[src/rtl/serial_rx_pkg.sv]
// Shared types and constants for the serial receiver / FIFO writer.
package serial_rx_pkg;

    localparam int unsigned DATA_W  = 8;
    localparam logic        RX_IDLE = 1'b1;

    typedef enum logic [2:0] {
        StIdle,
        StStart,
        StData,
        StParity,
        StStop,
        StBreak,
        StPush
    } rx_state_e;

    // Expected parity bit for a data byte; odd_sense selects odd parity.
    function automatic logic parity_bit(input logic [DATA_W-1:0] data, input logic odd_sense);
        return (^data) ^ odd_sense;
    endfunction

endpackage

[src/rtl/sync_2ff.sv]
// Two-flop synchronizer for a single asynchronous input bit.
module sync_2ff #(
    parameter logic RESET_VAL = 1'b1
) (
    input  logic clk,
    input  logic rst,
    input  logic d,
    output logic q
);

    logic meta_q;
    logic sync_q;

    // Two back-to-back flops; both come out of reset at RESET_VAL.
    always_ff @(posedge clk or posedge rst) begin
        if (rst) begin
            meta_q <= RESET_VAL;
            sync_q <= RESET_VAL;
        end else begin
            meta_q <= d;
            sync_q <= meta_q;
        end
    end

    assign q = sync_q;

endmodule

[src/rtl/serial_rx_writer.sv]
// 8N1 serial receiver that writes each completed byte into a downstream FIFO.
// Optional parity bit between data and stop: define SERIAL_RX_PARITY_EN.
module serial_rx_writer
    import serial_rx_pkg::*;
#(
    parameter int unsigned CLKS_PER_BIT = 16,
    parameter logic        PARITY_ODD   = 1'b0
) (
    input  logic              clk,
    input  logic              rst,
    input  logic              rx,
    input  logic              fifo_full,
    output logic              wr,
    output logic [DATA_W-1:0] din,
    output logic              frame_err,
    output logic              overrun,
    output logic              parity_err
);

    localparam int unsigned CntW = $clog2(CLKS_PER_BIT);
    localparam int unsigned BitW = $clog2(DATA_W);

    localparam logic [CntW-1:0] HalfTerm = CntW'(CLKS_PER_BIT / 2 - 1);
    localparam logic [CntW-1:0] FullTerm = CntW'(CLKS_PER_BIT - 1);
    localparam logic [BitW-1:0] LastBit  = BitW'(DATA_W - 1);

    logic rx_s;

    rx_state_e         state_q, state_d;
    logic [CntW-1:0]   cnt_q, cnt_d;
    logic [BitW-1:0]   bit_q, bit_d;
    logic [DATA_W-1:0] shift_q, shift_d;

    logic              wr_q, wr_d;
    logic [DATA_W-1:0] din_q, din_d;
    logic              frame_err_q, frame_err_d;
    logic              overrun_q, overrun_d;

    logic tick_half;
    logic tick_full;
    logic par_bad;

    sync_2ff #(
        .RESET_VAL (RX_IDLE)
    ) u_sync_rx (
        .clk (clk),
        .rst (rst),
        .d   (rx),
        .q   (rx_s)
    );

    assign tick_half = (cnt_q == HalfTerm);
    assign tick_full = (cnt_q == FullTerm);

`ifdef SERIAL_RX_PARITY_EN
    logic par_q, par_d;
    logic parity_err_q, parity_err_d;

    assign par_bad = (par_q != parity_bit(shift_q, PARITY_ODD));

    // Capture the received parity bit at its mid-bit sample.
    always_comb begin
        par_d = par_q;
        if (state_q == StParity && tick_full) begin
            par_d = rx_s;
        end
    end

    // Parity error only when the stop bit itself is good.
    always_comb begin
        parity_err_d = (state_q == StStop) && tick_full && (rx_s == RX_IDLE) && par_bad;
    end

    // Parity bit and parity error pulse registers.
    always_ff @(posedge clk or posedge rst) begin
        if (rst) begin
            par_q        <= 1'b0;
            parity_err_q <= 1'b0;
        end else begin
            par_q        <= par_d;
            parity_err_q <= parity_err_d;
        end
    end

    assign parity_err = parity_err_q;
`else
    assign par_bad    = 1'b0;
    assign parity_err = 1'b0;
`endif

    // FSM state register.
    always_ff @(posedge clk or posedge rst) begin
        if (rst) begin
            state_q <= StIdle;
        end else begin
            state_q <= state_d;
        end
    end

    // Next-state, tick counter, bit index and shift register update.
    always_comb begin
        state_d = state_q;
        cnt_d   = cnt_q + CntW'(1);
        bit_d   = bit_q;
        shift_d = shift_q;
        unique case (state_q)
            StIdle: begin
                cnt_d = '0;
                bit_d = '0;
                if (rx_s != RX_IDLE) begin
                    state_d = StStart;
                end
            end
            StStart: begin
                if (tick_half) begin
                    cnt_d = '0;
                    // Still low at mid start bit: a real frame, otherwise a glitch.
                    if (rx_s != RX_IDLE) begin
                        state_d = StData;
                        bit_d   = '0;
                    end else begin
                        state_d = StIdle;
                    end
                end
            end
            StData: begin
                if (tick_full) begin
                    cnt_d   = '0;
                    shift_d = {rx_s, shift_q[DATA_W-1:1]};
                    if (bit_q == LastBit) begin
`ifdef SERIAL_RX_PARITY_EN
                        state_d = StParity;
`else
                        state_d = StStop;
`endif
                    end else begin
                        bit_d = bit_q + BitW'(1);
                    end
                end
            end
            StParity: begin
                if (tick_full) begin
                    cnt_d   = '0;
                    state_d = StStop;
                end
            end
            StStop: begin
                if (tick_full) begin
                    cnt_d = '0;
                    if (rx_s != RX_IDLE) begin
                        state_d = StBreak;
                    end else if (par_bad) begin
                        state_d = StIdle;
                    end else begin
                        state_d = StPush;
                    end
                end
            end
            StBreak: begin
                // Held-low line: wait for idle so it is not decoded as 0x00 frames.
                cnt_d = '0;
                if (rx_s == RX_IDLE) begin
                    state_d = StIdle;
                end
            end
            StPush: begin
                cnt_d   = '0;
                state_d = StIdle;
            end
            default: begin
                cnt_d   = '0;
                state_d = StIdle;
            end
        endcase
    end

    // Output next values: write or overrun decided in PUSH, frame error at the stop sample.
    always_comb begin
        wr_d        = (state_q == StPush) && !fifo_full;
        overrun_d   = (state_q == StPush) && fifo_full;
        din_d       = wr_d ? shift_q : din_q;
        frame_err_d = (state_q == StStop) && tick_full && (rx_s != RX_IDLE);
    end

    // Datapath and registered output pulses.
    always_ff @(posedge clk or posedge rst) begin
        if (rst) begin
            cnt_q       <= '0;
            bit_q       <= '0;
            shift_q     <= '0;
            wr_q        <= 1'b0;
            din_q       <= '0;
            frame_err_q <= 1'b0;
            overrun_q   <= 1'b0;
        end else begin
            cnt_q       <= cnt_d;
            bit_q       <= bit_d;
            shift_q     <= shift_d;
            wr_q        <= wr_d;
            din_q       <= din_d;
            frame_err_q <= frame_err_d;
            overrun_q   <= overrun_d;
        end
    end

    assign wr        = wr_q;
    assign din       = din_q;
    assign frame_err = frame_err_q;
    assign overrun   = overrun_q;

endmodule
[config.mk]
export PLATFORM = sky130hd
export DESIGN_NAME = serial_rx_writer
export DESIGN_NICKNAME = d
export VERILOG_FILES = /design/src/rtl/serial_rx_pkg.sv /design/src/rtl/sync_2ff.sv /design/src/rtl/serial_rx_writer.sv
export SDC_FILE = /design/constraint.sdc
export NUM_CORES = 1
export LEC_CHECK = 0
export BUFFER_PORTS_ARGS = -buffer_cell sky130_fd_sc_hd__buf_4
export CORE_MARGIN = 2
export CORE_UTILIZATION = 59
export CTS_BUF_LIST = sky130_fd_sc_hd__clkbuf_4
export DETAILED_ROUTE_END_ITERATION = 16
export PLACE_DENSITY = 0.88
export SYNTH_ARGS = -nofsm -noshare
export SYNTH_HDL_FRONTEND = slang
export SYNTH_SLANG_ARGS = --single-unit
export TNS_END_PERCENT = 30
[constraint.sdc]
create_clock -name clk -period 3.9 [get_ports clk]
set_clock_uncertainty 0.2 [all_clocks]
set_input_delay 0.39 -clock clk [delete_from_list [all_inputs] [get_ports clk]]
set_output_delay 0.39 -clock clk [all_outputs]
set_load 0.05 [all_outputs]
==> metrics.md <==
| Metric | Value |
|---|---|
| Seq pwr share | `a little under three fifths` |
| Distinct cell type count after synthesis | `36` |
| Drc violations | `0` |
| Gp weighted congestion | `0.774` |
| Critical Path Source Type | `register` |
| Post-Syn Area | `1430 um^2` |
| DP HPWL | `1780 um` |
| Layout cells sized above 1 | `about a third` |
| Starting Density | `63.5%` |
| CP required | `3.91 ns` |
| H-tree Lvls | `2` |
| Chip Height | `53.3 um` |
| Lkg Pwr | `0.769 nW` |
| Die area | `2840 um^2` |
| Cell Int Power | `around 0.00051 W` |
| Worst EP arrival | `2.04 ns` |
| Total GRT Usage | `21.7%` |
| Crit path kind | `reg -> reg` |
| Die width | `53.3 um` |
| Max Freq | `493 MHz` |
| Net switching power | `~0.00025 W` |
| Most used DFF post-synth | `dfrtp_1` |
| Count of final hold-check violations | `0` |
| Hold Crit Class | `in -> reg` |
| Post-layout min period | `roughly 2.0 ns` |
| Ys async rst share | `100%` |
| Core Util, Final | `between 70% and 80%` |
| Combinational power share | `20.3%` |
| Initial antenna violation count | `0` |
| Avg Inst Size Synth | `12.8 um^2` |
| PwrDens | `481 nW/um^2` |
| First-pass GRT wire length | `4020 um` |
| Worst-path fanout max | `11` |
| Fin Hold WS | `around 0.11 ns` |
| EDFF count, synth | `0` |
| Post-DRT Antenna Nets | `0` |
| Worst VDD drop | `0.335 mV` |
| Slew Viols, Final | `0` |
| Detailed-route wire length | `2550 um` |
| First DRT Iteration DRCs | `24` |
| Max Buffers Root-to-Sink | `2` |
| Via Count | `934` |
| Slew margin rel. | `around a quarter` |
| P&R area growth vs syn | `10.4%` |
| Final setup violation count | `0` |
| Routed len/inst | `16.5 um` |
| Syn Inst Count | `112` |
| Outcome | `complete, no violations` |
| Sw Ratio | `33.1%` |
| TritonCTS buffer count | `5` |
| Seq/Total Area, Yosys | `54.3%` |
| Largest net degree at the start of global routing | `32` |
| I/O Buffers | `14` |
| Worst-Margin Slew | `1.10 ns` |
| Post_cts resized | `0` |
| IO Count | `16` |
| Pre-antenna DRT Iters | `4` |
| Clock Power Share | `23.4%` |
| Routed vias/inst | `6.03` |
| Row count | `17` |
| Nets | `between 100 and 150` |
| Filler cell count | `176` |
| Worst skew pair latency | `0.34 ns` |
| Setup TNS Final | `0 ns` |
| #FFs+latches synth | `31` |
| Crit. End Element | `register` |
| Final period util | `52.0%` |
| GR Overflow Total | `0` |
| # clock sinks | `31` |
| Design Power | `0.000761 W` |
| Syn Nets | `around 120` |
| Antenna diode count | `0` |
| Root cell of the clock tree | `clkbuf_4` |
| Worst-path clk slew | `0.10 ns` |
| Core ar. | `2250 um^2` |
| Vias in the first global route | `879` |
| Unrepaired setup endpoints after global routing | `no` |
| YS warnings | `0` |
| Max Cap Viol | `0` |
| CTS tree | `done` |
## layout by cell type (no fill, tap or decap)
master / instances
buf_4: 14
clkbuf_4: 6
mux2_2: 8
a311o_1: 1
nor3b_4: 1
inv_1: 6
conb_1: 1
dfstp_2: 2
o21ai_0: 2
or3_1: 1
o221ai_1: 3
nand3b_1: 1
nand2_1: 6
a211oi_1: 1
a32o_1: 1
clkinv_1: 2
a32oi_1: 1
mux2_4: 8
nor2b_2: 1
o32ai_1: 1
nor2b_1: 3
o31a_1: 1
nand3_1: 4
a21oi_1: 1
xor2_1: 2
nor3_1: 4
and4b_1: 2
nand2_2: 1
and3b_1: 1
dfrtp_1: 29
dlygate4sd3_1: 1
and3_1: 4
ha_1: 3
nand2b_1: 1
o211ai_1: 1
o2111ai_1: 2
## through the flow
step | cell area, um^2 | setup WS, ns | cells
floorplan | 1430 | 2.23 | 112
global placement | 1520 | 1.99 | 146
detailed placement | 1520 | 1.92 | 146
CTS | 1580 | 1.89 | 155
global route | 1580 | 1.76 | 155
finish | 1580 | 1.87 | 155
## state kept, by name, indices dropped and copies added, names as in the netlist
signal and flops:
u_sync_rx.q 1, u_sync_rx.meta_q 1, overrun 1, wr 1
shift_q 8, bit_q 3, cnt_q 4, state_q 3
din 8, frame_err 1
## synthesized netlist by cell type, types with 3 or more instances
master	instances	area (um^2)
nand2_1	6	22.5
ha_1	3	37.5
mux2_2	8	90.1
inv_1	6	22.5
nand3_1	4	20.0
nor3_1	4	20.0
nor2b_1	3	18.8
mux2_4	8	120
and3_1	4	25.0
buf_2	4	20.0
o221ai_1	3	26.3
dfrtp_1	29	726
## power by group through the flow
stage	clock [W]	sequential [W]	combinational [W]
CTS	0.000183	0.000427	0.000155
global placement	0	0.000426	0.000141
global route	0.000193	0.000438	0.000175
floorplan	0	0.000386	0.000170
finish	0.000178	0.000428	0.000155
detailed placement	0	0.000433	0.000153
## worst max-delay path, stage by stage, from the launching register on
cell	delay [ns]
dfrtp_1	0.58
nor2b_2	0.26
and3b_1	0.51
mux2_4	0.35
## layout make-up
| class | instances | area (um^2) | share of cell area (%) |
|---|---|---|---|
| Sequential cell | 31 | 778 | 49.2 |
| Timing Repair Buffer | 15 | 115 | 7.28 |
| Tap cell | 28 | 35.0 | 2.22 |
| Multi-Input combinational cell | 67 | 578 | 36.6 |
| Inverter | 6 | 22.5 | 1.42 |
| Clock buffer | 6 | 45.0 | 2.85 |
| Clock inverter | 2 | 7.51 | 0.475 |
## layer usage
metal  global-route usage, %  up-vias  part of all wire [%]
li1                        -      432                     -
met1                    26.1      470                    43
met2                    32.7       23                    50
met3                    7.06        9                   3.6
met4                    14.5        0                   2.8
met5                       0        -                     0
## worst paths after layout
check	startpoint	to	slack, ns	depth (start not counted)
worst max register to register	state_q[2]	din[5]	1.87	3
worst max-delay path	state_q[2]	din[5]	1.87	3
max in group asynchronous	rst	bit_q[2]	2.70	2
worst min register to register	u_sync_rx.meta_q	u_sync_rx.q	0.16	0
min in group asynchronous	rst	shift_q[1]	0.13	2
worst min-delay path	fifo_full	overrun	0.11	2
## kinds of logic (layout without fill, tap and decap cells)
| group | count (synthesis) | in the layout | synth area share [%] |
|---|---|---|---|
| flops | 31 | 31 | 54.3 |
| other cells | 1 | 1 | 0.262 |
| simple gates | 30 | 30 | 13.2 |
| compound gates | 15 | 15 | 8.39 |
| fa+ha+maj | 3 | 3 | 2.62 |
| buf+inv | 14 | 29 | 5.33 |
| xor+xnor | 2 | 2 | 1.22 |
| mux | 16 | 16 | 14.7 |
## repair_timing
| action | CTS | global route |
|---|---|---|
| setup endpoints to repair | 0 | 0 |
| endpoints found under the hold margin | 1 | 0 |
| setup buffers | 0 | 0 |
| hold buffers | 1 | 0 |
Power figures use the tool's default switching activity.
